<file path="config.mk">
export PLATFORM = sky130hd
export DESIGN_NAME = cache_tag_ctrl
export DESIGN_NICKNAME = d
export VERILOG_FILES = /design/src/rtl/cache_tag_ctrl.sv
export SDC_FILE = /design/constraint.sdc
export NUM_CORES = 1
export LEC_CHECK = 0
export ABC_AREA = 1
export BUFFER_PORTS_ARGS = -buffer_cell sky130_fd_sc_hd__buf_2
export CORE_AREA = 2 2 97 99
export DETAILED_ROUTE_END_ITERATION = 6
export DIE_AREA = 0 0 99 101
export GPL_TIMING_DRIVEN = 0
export PLACE_DENSITY = 0.9
export REMOVE_ABC_BUFFERS = 1
export SYNTH_ARGS = -nofsm -noshare
export SYNTH_HDL_FRONTEND = slang
export SYNTH_SLANG_ARGS = --single-unit
</file>
<file path="constraint.sdc">
create_clock -name clk -period 1.95 [get_ports clk]
set_input_delay 0.0975 -clock clk [delete_from_list [all_inputs] [get_ports clk]]
set_output_delay 0.0975 -clock clk [all_outputs]
set_load 0.005 [all_outputs]
</file>
<file path="src/rtl/cache_tag_ctrl.sv">
// Tag-lookup controller for a 16-set direct-mapped cache: single-port tag SRAM,
// valid/dirty kept in flops, back-to-back lookups, fills take priority over requests.
module cache_tag_ctrl #(
    parameter int unsigned TAG_W = 23,
    parameter int unsigned IDX_W = 4,
    parameter int unsigned OFF_W = 5
) (
    input  logic             clk,
    input  logic             rst,
    input  logic             req_valid,
    output logic             req_ready,
    input  logic [31:0]      req_addr,
    input  logic             req_write,
    output logic             resp_valid,
    output logic             resp_hit,
    output logic             resp_dirty,
    output logic [TAG_W-1:0] resp_victim_tag,
    output logic [IDX_W-1:0] resp_set,
    input  logic             fill_valid,
    output logic             fill_ready,
    input  logic [31:0]      fill_addr,
    input  logic             fill_dirty,
    output logic             sram_csb0,
    output logic             sram_web0,
    output logic [IDX_W-1:0] sram_addr0,
    output logic [TAG_W-1:0] sram_din0,
    input  logic [TAG_W-1:0] sram_dout0
);
    localparam int unsigned SETS = 2 ** IDX_W;

    typedef enum logic [1:0] {IDLE, LOOKUP, FILL} state_t;

    state_t            state;
    logic [TAG_W-1:0]  tag_q;
    logic [IDX_W-1:0]  idx_q;
    logic              write_q;
    logic [SETS-1:0]   valid_q;
    logic [SETS-1:0]   dirty_q;
    logic [IDX_W-1:0]  addr_q;
    logic [TAG_W-1:0]  din_q;

    logic [TAG_W-1:0]  req_tag;
    logic [TAG_W-1:0]  fill_tag;
    logic [IDX_W-1:0]  req_idx;
    logic [IDX_W-1:0]  fill_idx;
    logic              fill_acc;
    logic              req_acc;
    logic              in_lookup;
    logic              hit;
    logic              unused_off;

    assign req_tag    = req_addr[OFF_W+IDX_W +: TAG_W];
    assign req_idx    = req_addr[OFF_W +: IDX_W];
    assign fill_tag   = fill_addr[OFF_W+IDX_W +: TAG_W];
    assign fill_idx   = fill_addr[OFF_W +: IDX_W];
    assign unused_off = ^{req_addr[OFF_W-1:0], fill_addr[OFF_W-1:0]};

    // Handshakes, lookup result and SRAM port; the SRAM must see the access in the accept cycle.
    always_comb begin
        fill_ready      = 1'b0;
        req_ready       = 1'b0;
        fill_acc        = 1'b0;
        req_acc         = 1'b0;
        in_lookup       = 1'b0;
        hit             = 1'b0;
        resp_valid      = 1'b0;
        resp_hit        = 1'b0;
        resp_dirty      = 1'b0;
        resp_victim_tag = '0;
        resp_set        = '0;
        sram_csb0       = 1'b1;
        sram_web0       = 1'b1;
        sram_addr0      = addr_q;
        sram_din0       = din_q;

        fill_ready = !rst && (state != FILL);
        req_ready  = fill_ready && !fill_valid;
        fill_acc   = fill_valid && fill_ready;
        req_acc    = req_valid && req_ready;
        in_lookup  = !rst && (state == LOOKUP);
        hit        = in_lookup && valid_q[idx_q] && (sram_dout0 == tag_q);

        if (in_lookup) begin
            resp_valid      = 1'b1;
            resp_hit        = hit;
            resp_dirty      = valid_q[idx_q] && dirty_q[idx_q] && !hit;
            resp_victim_tag = sram_dout0;
            resp_set        = idx_q;
        end

        if (fill_acc) begin
            sram_csb0  = 1'b0;
            sram_web0  = 1'b0;
            sram_addr0 = fill_idx;
            sram_din0  = fill_tag;
        end else if (req_acc) begin
            sram_csb0  = 1'b0;
            sram_addr0 = req_idx;
        end
    end

    // Address/data hold registers so an idle SRAM port keeps its last values.
    always_ff @(posedge clk) begin
        addr_q <= sram_addr0;
        din_q  <= sram_din0;
    end

    // State, request latch and valid/dirty arrays; a fill is applied after the write-hit so it wins.
    always_ff @(posedge clk) begin
        if (rst) begin
            state   <= IDLE;
            valid_q <= '0;
            dirty_q <= '0;
            tag_q   <= '0;
            idx_q   <= '0;
            write_q <= 1'b0;
        end else begin
            if (hit && write_q) begin
                dirty_q[idx_q] <= 1'b1;
            end
            if (fill_acc) begin
                valid_q[fill_idx] <= 1'b1;
                dirty_q[fill_idx] <= fill_dirty;
                state             <= FILL;
            end else if (req_acc) begin
                tag_q   <= req_tag;
                idx_q   <= req_idx;
                write_q <= req_write;
                state   <= LOOKUP;
            end else begin
                state <= IDLE;
            end
        end
    end
endmodule

</file>
# Word level (Yosys, flattened, before mapping)
# Cells that the tools add are included.
# op_classes
n_lt_le_gt_ge	4
eq_ne	3
muxes	25
bitwise	3
n_reduce_logical	17
# op_table
cell	count
$mux W16	3
$mux W23	2
$or A16 B16 Y16	2
$eq A23 B23 Y1	1
$bwmux W16	1
$logic_and A1 B1 Y1	12
$mux W4	3
$mux W1	11
$lt A4 B5 Y1 const B	2
$bmux W1 S4	2
$demux W1 S4	2
$ge A4 B1 Y1 const B	2
$logic_not A1 Y1	3
$eq A2 B1 Y1 const B	1
$mux W2	1
$ne A2 B2 Y1 const B	1
$reduce_and A2 Y1	1
$reduce_or A2 Y1	1
$not A1 Y1	1
# word_totals
ff_bits	89
in_bits	93
output_inout_bits	61
word_cells	61

# Depth between registers and ports, before layout
# Gate-level depths: netlist of the first run.
# depth
word_depth	9
depth_mapped	12
depth_no_buf	11

# Least setup slack after synthesis of the first run
# No wires, ideal clock.
# synth_path
kind	reg2reg
startpoint	reg idx_q[0]
endpoint	reg dirty_q[6]
setup_ns	0.070
t_arrival_ns	1.307
required_ns	1.880
slack_ns	0.573
stages_incl_launch_ff	13
n_path_buf	2
period_less_slack_ns	1.377
path_cell_list	dfxtp_1 > buf_6 > nand2_1 > nand2_1 > nand2_1 > nand2_1 > nand2_1 > nand2_1 > nor2_2 > nor2_4 > buf_6 > nand4_1 > a21oi_1
# synth_between
elab_chain_cells	9
word_cells_on_any_way	15
classes_between	order compare: 2; mux: 8; bitwise: 1; reduce/logical: 4
# synth_rtl
item	line	text
from (decl)	35	logic [IDX_W-1:0] idx_q;
from (signal assigned)	127	idx_q <= req_idx;
$lt A4 B5 Y1 (implied by the code), or another cell as far along	119	dirty_q[idx_q] <= 1'b1;
$logic_and A1 B1 Y1 (implied by the code) or $mux W1 (tied branches)	119, 81	
$mux W1 (implied by the code) or $logic_and A1 B1 Y1 (tied branches)	119, 81	
$demux W1 S4 or $logic_and A1 B1 Y1 (tied branches)	119, 81	
$or A16 B16 Y16 (no source line) or $logic_and A1 B1 Y1 (tied branches)	--	
$mux W16 (*)	118	if (hit && write_q) begin
$mux W16 (*)	110	if (rst) begin
$bwmux W16	123	dirty_q[fill_idx] <= fill_dirty;
$mux W16 (*)	121	if (fill_acc) begin
to (signal, indexed assignment)	123	
to (decl)	38	logic [SETS-1:0] dirty_q;
# Mark *: on every way between the ends. The rest lies on a longest branch, timed or not. The select of a mux whose other input is x is not followed.
# A chain may end at the register's enable or synchronous reset.

# Worst setup path after layout of the first run
# layout_path
startpoint	reg idx_q[0]
endpoint	out resp_dirty
# layout_between
elab_chain_cells	7
word_cells_on_any_way	10
classes_between	mux: 5; reduce/logical: 5
# layout_rtl
item	line	text
$bmux W1 S4	81, 86	
$mux W1 (implied by the code)	81, 86	
$logic_and A1 B1 Y1 (2 in series)	81	hit = in_lookup && valid_q[idx_q] && (sram_dout0 == tag_q);
$logic_not A1 Y1	86	resp_dirty = valid_q[idx_q] && dirty_q[idx_q] && !hit;
$logic_and A1 B1 Y1 (*)	86	
$mux W1 (*)	83	if (in_lookup) begin
to (decl)	16	output logic resp_dirty,
# Marked as above.

==> run_results.csv, run 1 <==
group,metric,value,unit
cells_and_area,syn_to_final_growth,33.2,%
synth,ys_types,32,
critical_path,path_cells,"buf_6 > nand2_2 > nand2_2 > nand2_2 > nand2_1 > nand2_1 > nand2_2 > nor2_4 > nor2_4 > and3b_2 > buf_2",
sta,skew,11.8,ps
cells_and_area,fin_util,0.648,
critical_path,critPathSlowestCell,"dfxtp_4",
drt,drtPass1Iterations,5,
critical_path,required,1850,ps
floorplan,fp-row-count,35,
sta,rsz0062_at_grt,"yes",
grt,grt_usage,0.244,
critical_path,path_buf_inv,2,
placed_design,dp_cells,909,
synth,ys_top_cells_by_area,"dfxtp_1 (41%), nand2_1 (18%), inv_1 (10%), nor2_1 (6.4%), a21oi_1 (5.0%)",
cells_and_area,layout-drive-gt1-share,0.257,
power_and_ir_drop,ir_drop,535,uV
floorplan,coreArea,0.00898,sq mm
synth,yosysSeqAreaShare,0.408,
critical_path,cp-start-kind,"flop",
cts,tritoncts,"done",
placed_design,dp_hpwl,7750,um
synth,yosysTopAreaCell,"dfxtp_1",
synth,syn_avg_cell_area,6.41,sq um
cts,clk_pin_slew_worst_paths,100,ps
sta,period_needed,1940,ps
synth,synth_area,0.00437,sq mm
drt,viasPerCell,5.03,
critical_path,cpMostUsedCell,"nand2_2",
floorplan,die_y,101,um
placed_design,gp_congestion,0.899,
power_and_ir_drop,total_power,3.93,mW
power_and_ir_drop,power_density,676,mW/mm^2
status,status,"finished clean",
sta,fin_hold_ws,12.3,ps
cells_and_area,final_cells,968,
grt,grt.overflow.total,0,
sta,finalSetupTns,0,ps
synth,synthDominantCellAreaShare,0.408,
sta,max_freq,514,MHz
sta,hold_violations,0,
placed_design,placement.io_buffers,143,
worst_hold_path,hp-class,"in2reg",
sta,drv_slew,0,
drt,ant_nets,0,
critical_path,critPathMaxFanout,8,
sta,slew-limit-headroom,0.570,
drt,finalWirelength,12400,um
sta,setup_violations,0,
run,maxCapViolCount,0,
grt,antenna_found_initial,0,
synth,synth_seq_cells,89,
drt,drtIter0Drc,431,
grt,grt_pass1_wl,19900,um
floorplan,fp.dieW,99,um
sta,fin_crit_sh,0.997,
drt,detail_route.wl_per_cell,12.8,um
synth,ys.flop_type,"dfxtp_1",
cts,cts_max_path_buffers,2,
grt,grt_max_degree,56,
synth,syn_inst,681,
sta,worst_pin_slew,643,ps
drt,drc,0,
cts,cts_inserted_buffers,9,
cts,cts.sinks,89,
synth,synth-edff-count,0,
drt,vias,4873,
critical_path,cp-end-kind,"output port",
critical_path,path_delay_family,"simple AND/OR/NAND/NOR gates",
floorplan,die_area,0.0100,sq mm
floorplan,ios,154,
power_and_ir_drop,power_leakage,3.06,nW
critical_path,cp_slowest_stage_delay,420,ps
cells_and_area,nNetsFinal,945,
floorplan,start_util,0.486,
critical_path,arrival,1850,ps
critical_path,path_class,"reg2out",
cells_and_area,diodes,0,
synth,synth_async_sr_flop_share,0,
synth,ys_warn_count,0,
cts,clk-insertion-delay-late,360,ps
cts,htreeDepth,3,
grt,grt_pass1_vias,4562,
cts,root_buffer,"clkbuf_8",
-- state kept, by name, indices dropped and copies added (netlist names) --
name,cells
din_q,23
tag_q,23
dirty_q,16
valid_q,16
addr_q,4
idx_q,4
state,2
write_q,1
-- synthesized netlist by cell type, types with 2 or more instances --
master,count
nand2_1,210
inv_1,116
dfxtp_1,89
nor2_1,75
a21oi_1,44
o21ai_0,39
nand4_1,20
o21ai_1,14
clkbuf_1,12
buf_2,7
inv_2,7
buf_6,5
nand3_1,5
o22ai_1,5
nor2_2,4
o211ai_1,4
o31ai_1,4
or2_2,4
a22oi_1,2
buf_4,2
xnor2_1,2
-- cell type report --
cell class                 count  area (sq um)
clock inverter                 7          76.3
clock buffer                   9           124
multi-input combinational    441          2060
tap                          111           139
fill                         735          3160
sequential                    89          1790
timing repair buffer         186          1150
inverter                     125           483
-- what timing repair did --
| action | CTS | global route |
|---|---|---|
| gates resized for setup | 15 | 30 |
| pin swaps | 4 | 10 |
| hold buffers | 30 | 0 |
| cloned | 1 | 0 |
| setup endpoints to repair | 118 | 34 |
| setup buffers | 7 | 5 |
| endpoints found under the hold margin | 30 | 0 |
-- cells by family after synthesis --
logic type	synth area share
and+or+nand+nor	0.307
buffers and inverters	0.144
AOI/OAI and AO/OA	0.138
DFF	0.408
xor gates and xnor gates	0.00401
-- cells in the final DEF (no fill, tap or decap), drive strengths merged --
cell         count
clkinvlp         2
a21oi           44
dlygate4sd3     30
xnor2            2
nand2          210
inv            126
buf            155
o21ai           54
nand4           21
nand3            5
o211ai           4
o31ai            4
bufinv           1
nor2            81
o22ai            5
or2              5
and3b            1
a22oi            2
dfxtp           89
nor3             1
nor4             2
clkinv           3
clkbuf          10
-- worst paths after layout --
check / startpoint / end / slack (ps) / cells past startpoint
hold / removal: req_addr[22] / tag_q[13] / 10 / 3
hold reg to reg: din_q[16] / din_q[16] / 450 / 2
setup / recovery: idx_q[0] / resp_dirty / 6 / 11
setup reg to reg: state[1] / dirty_q[11] / 150 / 9
-- where the power goes --
group	switching, mW	internal (mW)	leakage [nW]	total, mW
Sequential	0.0487	1.94	0.732	1.99
Clock	0.683	0.601	0.0962	1.28
Combinational	0.360	0.293	2.23	0.653
-- worst reg2reg max path, cell delays in order (launching register included) --
cell	delay (ps)
dfxtp_2	340
inv_2	60
o21ai_4	270
nor2_4	90
buf_6	160
nand3_1	270
nor2_1	110
or2_2	280
inv_1	50
a21oi_1	50
-- routing by layer --
layer	vias up	GRT usage	part of all wire
li1	2439	-	-
met1	2146	0.282	0.40
met2	236	0.432	0.47
met3	52	0.0479	0.087
met4	0	0.115	0.038
met5	-	0	0
-- metrics by stage --
stage	worst slack, ps	area (sq um)
2_1_floorplan	-65.0	4210
3_3_place_gp	-1020	5070
3_5_place_dp	-977	5090
4_1_cts	9.08	5710
5_1_grt	-91.1	5820
6_report	5.77	5820
Power figures use the tool's default switching activity.
==> run 2, diff against run 1 <==
- clock period: 1.95 -> 1.9 ns (I/O delays scaled with it)
==> run 2 against run 1 <==
Net effect: the flow now finishes with violations (setup timing); final area grew 1.2%; routed wire length barely moved; setup slack worse by 42 ps; sequential power increased by 3%; via count shrank 1.0%; combinational power increased by 4.1%; clock skew is essentially flat.
==> run_results.csv, run 2 (synthesized netlist as in run 1, its figures left out) <==
group,metric,value,unit
status,status,"finished, violations left",
status,violations,"setup timing",
critical_path,path_cells,"buf_6 > nand2_2 > nand2_1 > nand2_1 > nand2_2 > nand2_2 > nand2_2 > nor2_4 > nor2_4 > and3b_2 > buf_2",
grt,grt_usage,0.249,
sta,drv_slew,0,
cts,htreeDepth,3,
worst_hold_path,holdPathStages,3,
drt,detail_route.wl_per_cell,12.8,um
placed_design,dpl_cell_area,0.00509,sq mm
grt,grt_pass1_vias,4537,
cells_and_area,diodes,0,
cts,cts_max_path_buffers,2,
drt,drtPass1Iterations,7,
worst_hold_path,hp-class,"in2reg",
sta,setup_violations,1,
critical_path,regToRegEndpoint,"dirty_q[10]",
sta,hold_violations,0,
sta,fin_hold_ws,4.34,ps
drt,drtIter0Drc,375,
cells_and_area,final_cell_mix,"nand2_1 (191), buf_2 (143), inv_1 (112)",
sta,period_needed,1940,ps
cells_and_area,layout-drive-gt1-share,0.267,
critical_path,reg2reg_from,"state[1]",
critical_path,cp-start-kind,"flop",
placed_design,gp_congestion,0.899,
cells_and_area,final_cells,971,
critical_path,cp_slowest_stage_delay,420,ps
sta,skew,11.3,ps
drt,drc,0,
power_and_ir_drop,ir_drop,624,uV
cells_and_area,fin_util,0.656,
power_and_ir_drop,p_switching,1.13,mW
drt,viasPerCell,4.97,
power_and_ir_drop,power_leakage,3.10,nW
cells_and_area,fin_area,0.00589,sq mm
critical_path,cp-end-kind,"output port",
floorplan,fp-row-count,35,
worst_hold_path,min_from,"req_addr[22]",
grt,antenna_found_initial,0,
run,maxCapViolCount,0,
grt,grt_pass1_wl,20300,um
sta,slew-limit-headroom,0.568,
floorplan,start_util,0.486,
sta,rsz0062_at_grt,"yes",
cells_and_area,nFillCells,715,
drt,finalWirelength,12400,um
power_and_ir_drop,power_density,688,mW/mm^2
worst_hold_path,min_to,"tag_q[13]",
placed_design,placement.io_buffers,143,
placed_design,dp_cells,909,
sta,worst_pin_slew,647,ps
sta,setup_slack,-36.6,ps
floorplan,coreArea,0.00898,sq mm
drt,vias,4822,
critical_path,cpMostUsedCell,"nand2_2",
cts,tritoncts,"done",
critical_path,arrival,1840,ps
placed_design,dp_slack,-1020,ps
critical_path,required,1800,ps
critical_path,path_class,"reg2out",
cells_and_area,final_common_cell,"nand2_1",
critical_path,critPathMaxFanout,8,
floorplan,die_area,0.0100,sq mm
cells_and_area,syn_to_final_growth,34.8,%
power_and_ir_drop,total_power,4.05,mW
sta,max_freq,516,MHz
power_and_ir_drop,swShare,0.279,
floorplan,ios,154,
critical_path,reg2reg_setup_slack,120,ps
floorplan,fp.dieW,99,um
cts,cts.sinks,89,
placed_design,dp_hpwl,7750,um
cells_and_area,reg_top3,"din_q (23), tag_q (23)",
drt,ant_nets,0,
critical_path,critPathSlowestCell,"dfxtp_4",
power_and_ir_drop,pwr-share-seq,0.505,
floorplan,die_y,101,um
grt,grt_max_degree,56,
grt,grt.overflow.total,0,
critical_path,rr_worst_depth,9,
cts,clk_pin_slew_worst_paths,100,ps
sta,fin_crit_sh,1.02,
cells_and_area,nNetsFinal,948,
sta,finalSetupTns,-36.6,ps
power_and_ir_drop,p_int,2.92,mW
cts,root_buffer,"clkbuf_8",
cts,cts_inserted_buffers,9,
power_and_ir_drop,clockPowerShare,0.327,
cts,clk-insertion-delay-late,360,ps
power_and_ir_drop,pwr-share-comb,0.168,
## run 2: area by class of cell
type	count	area, sq um	share of cell area
clock buffer	9	124	0.0210
clock inverter	7	76.3	0.0130
inverter	125	488	0.0829
multi-input combinational	441	2090	0.355
sequential	89	1790	0.304
tap	111	139	0.0236
timing repair buffer	189	1180	0.200
## run 2: worst max path at each step
stage	endpoint	cells after the start	start
after floorplan	addr_q[0]	8	state[1]
after global placement	dirty_q[13]	9	rst
after detailed placement	dirty_q[13]	10	rst
after CTS	resp_dirty	11	idx_q[0]
after global routing	resp_dirty	8	idx_q[1]
final	resp_dirty	11	idx_q[0]
## run 2: worst max-delay path: cells and delay by family (launching register included)
family / cells / cell delay [ps]
buffers and inverters: 2 / 270
and+or+nand+nor: 9 / 800
DFF: 1 / 420
## run 2: power by group through the flow
stage	combinational, mW	clock [mW]	sequential, mW
global route	0.761	1.42	2.06
detailed placement	0.568	0	2.09
global placement	0.552	0	2.08
CTS	0.646	1.35	2.04
floorplan	0.305	0	2.07
finish	0.680	1.32	2.04
## run 2: layer usage
metal,track usage,routed length [um]
met1,0.291,5140
met2,0.440,5880
met3,0.0506,1040
met4,0.114,343
met5,0,0
## run 2: timing repair
item / 4_1_cts / 5_1_grt
endpoints found under the setup margin: 118 / 33
hold buffers: 30 / 0
cloned: 1 / 0
gates resized for setup: 34 / 22
hold endpoints to repair: 30 / 0
setup buffers: 9 / 6
pin swaps: 19 / 15
==> run 3, diff against run 2 <==
--- a/config.mk
+++ b/config.mk
@@ -8,10 +8,11 @@
 export ABC_AREA = 1
 export BUFFER_PORTS_ARGS = -buffer_cell sky130_fd_sc_hd__buf_2
-export CORE_AREA = 2 2 97 99
+export CORE_AREA = 2 2 108 110
 export DETAILED_ROUTE_END_ITERATION = 6
-export DIE_AREA = 0 0 99 101
+export DIE_AREA = 0 0 110 112
 export GPL_TIMING_DRIVEN = 0
-export PLACE_DENSITY = 0.9
+export PLACE_DENSITY = 0.76
 export REMOVE_ABC_BUFFERS = 1
+export SLEW_MARGIN = 20
 export SYNTH_ARGS = -nofsm -noshare
 export SYNTH_HDL_FRONTEND = slang
==> constraint.sdc (replaced) <==
create_clock -name clk -period 1.9 [get_ports clk]
set_input_delay 0.38 -clock clk [delete_from_list [all_inputs] [get_ports clk]]
set_output_delay 0.38 -clock clk [all_outputs]
set_load 0.005 [all_outputs]
==> run 3 against run 2 <==
Net effect: the flow still finishes with violations (setup timing); sequential share of layout area is 2.8 points lower; die area rose by 23%; core utilization is 7.5 points lower; first-iteration DRC count is 41% higher; clock skew fell by 1.4 ps; count of clock-buffer cells in the layout unchanged; global-route usage fell by 2.9 points; final cell count is 4.5% higher; critical path type unchanged; critical endpoint unchanged; highest routed layer unchanged.
==> run_results.csv, run 3 (synthesized netlist as in run 1, its figures left out) <==
group,metric,value,unit
sta,max_freq,438,MHz
sta,fin_crit_sh,1.20,
critical_path,reg2reg_from,"state[1]",
sta,rsz0062_at_grt,"yes",
floorplan,ios,154,
floorplan,start_util,0.391,
cells_and_area,fin_util,0.581,
status,violations,"setup timing",
cells_and_area,diodes,0,
cells_and_area,reg_top3,"din_q (23), tag_q (23)",
floorplan,coreArea,0.0112,sq mm
cts,root_buffer,"clkbuf_16",
sta,finalSetupTns,-5020,ps
grt,grt_pass1_wl,21700,um
worst_hold_path,min_from,"fill_addr[20]",
cts,cts.sinks,89,
cells_and_area,final_common_cell,"nand2_1",
placed_design,placement.io_buffers,143,
drt,detail_route.wl_per_cell,15.3,um
critical_path,cp_slowest_stage_delay,400,ps
power_and_ir_drop,pwr-share-seq,0.420,
critical_path,path_buf_inv,2,
critical_path,reg2reg_setup_slack,-80,ps
power_and_ir_drop,p_int,3.43,mW
power_and_ir_drop,power_density,756,mW/mm^2
placed_design,gp_congestion,0.849,
cells_and_area,layout-drive-gt1-share,0.364,
critical_path,arrival,1900,ps
cells_and_area,fin_area,0.00649,sq mm
grt,grt_max_degree,31,
critical_path,path_delay_family,"simple AND/OR/NAND/NOR gates",
cts,clk_pin_slew_worst_paths,80,ps
floorplan,fp.dieW,110,um
grt,grt_usage,0.221,
power_and_ir_drop,power_leakage,3.41,nW
cells_and_area,nNetsFinal,960,
placed_design,dp_cells,940,
sta,setup_slack,-385,ps
floorplan,die_area,0.0123,sq mm
drt,drc,0,
sta,worst_pin_slew,659,ps
power_and_ir_drop,total_power,4.91,mW
critical_path,cp-start-kind,"flop",
power_and_ir_drop,clockPowerShare,0.374,
critical_path,critPathMaxFanout,6,
drt,viasPerCell,5.09,
drt,finalWirelength,15500,um
critical_path,cp-end-kind,"output port",
critical_path,critPathSlowestCell,"dfxtp_4",
cts,htreeDepth,3,
critical_path,regToRegEndpoint,"dirty_q[9]",
critical_path,required,1520,ps
cts,tritoncts,"done",
placed_design,dp_slack,-1550,ps
floorplan,die_y,112,um
floorplan,fp-row-count,39,
critical_path,rr_worst_depth,10,
sta,setup_violations,37,
worst_hold_path,min_to,"din_q[11]",
power_and_ir_drop,ir_drop,499,uV
cts,cts_inserted_buffers,9,
critical_path,cpMostUsedCell,"nand2_1",
grt,antenna_found_initial,0,
sta,hold_violations,0,
grt,grt_pass1_vias,4786,
sta,drv_slew,0,
placed_design,dpl_cell_area,0.00511,sq mm
cells_and_area,final_cells,1015,
sta,skew,9.89,ps
drt,vias,5167,
critical_path,path_class,"reg2out",
sta,fin_hold_ws,251,ps
cts,clk-insertion-delay-late,350,ps
cts,cts_max_path_buffers,2,
drt,drtIter0Drc,529,
cells_and_area,final_cell_mix,"nand2_1 (146), buf_2 (133), inv_1 (112)",
worst_hold_path,hp-class,"in2reg",
grt,grt.overflow.total,0,
status,status,"finished, violations left",
drt,ant_nets,0,
run,maxCapViolCount,0,
power_and_ir_drop,p_switching,1.48,mW
power_and_ir_drop,swShare,0.302,
drt,drtPass1Iterations,5,
worst_hold_path,holdPathStages,3,
critical_path,path_cells,"buf_12 > nand2_2 > nand2_1 > nand2_1 > nand2_1 > nand2_1 > nand2_2 > nor2_4 > nor2_4 > and3b_2 > buf_6",
power_and_ir_drop,pwr-share-comb,0.206,
sta,period_needed,2280,ps
sta,slew-limit-headroom,0.560,
placed_design,dp_hpwl,7800,um
cells_and_area,syn_to_final_growth,48.7,%
## run 3: changes by cell type in the layout (fill, tap and decap cells not counted), moves of 3 or more
cell           change
buf_2             -10
dlygate4sd3_1     -30
buf_12             +4
inv_8              +3
clkbuf_16          +9
nand2_1           -45
buf_4             +22
buf_6             +18
clkinv_8           +3
clkbuf_8           -9
nand2_4           +24
nand2_2           +22
## run 3: layout make-up
type | instances | area [sq um]
clock buffers | 9 | 225
clock inverters | 7 | 83.8
fillers | 943 | 4680
inverters | 125 | 524
multi-input cells | 444 | 2360
flip-flops and latches | 89 | 1790
well taps | 143 | 179
repair buffers | 194 | 1280
repair inverters | 4 | 50.0
## run 3: routing by layer
| layer | part of all wire | wire length (um) | track usage | vias up |
|---|---|---|---|---|
| li1 | - | - | - | 2479 |
| met1 | 0.37 | 5800 | 0.256 | 2287 |
| met2 | 0.49 | 7570 | 0.398 | 327 |
| met3 | 0.095 | 1470 | 0.0527 | 74 |
| met4 | 0.042 | 658 | 0.0608 | 0 |
| met5 | 0 | 0 | 0 | - |
## run 3: timing repair
action / in CTS / in global routing
endpoints found under the setup margin: 146 / 50
pin swaps: 38 / 26
resized for setup: 86 / 86
cloned: 5 / 3
setup buffers: 48 / 12
hold buffers: 0 / 0
## run 3: power groups by stage
stage / sequential (mW) / combinational (mW) / clock [mW]
after CTS: 2.04 / 0.823 / 1.84
after floorplan: 2.07 / 0.305 / 0
after detailed placement: 2.09 / 0.563 / 0
final: 2.06 / 1.01 / 1.84
after global routing: 2.07 / 1.09 / 1.92
after global placement: 2.08 / 0.555 / 0
## run 3: worst max path at each step
stage	endpoint	from	slack, ps	cells after the start
2_1_floorplan	sram_addr0[0]	rst	-570	8
3_3_place_gp	resp_dirty	rst	-1560	6
3_5_place_dp	sram_addr0[1]	rst	-1550	7
4_1_cts	resp_dirty	idx_q[0]	-250	11
5_1_grt	resp_dirty	idx_q[0]	-400	11
6_report	resp_dirty	idx_q[0]	-380	11
## run 3: tightest hold or removal path: stages
cell	delay, ps
buf_2	100
nand2_4	50
nand2_2	50
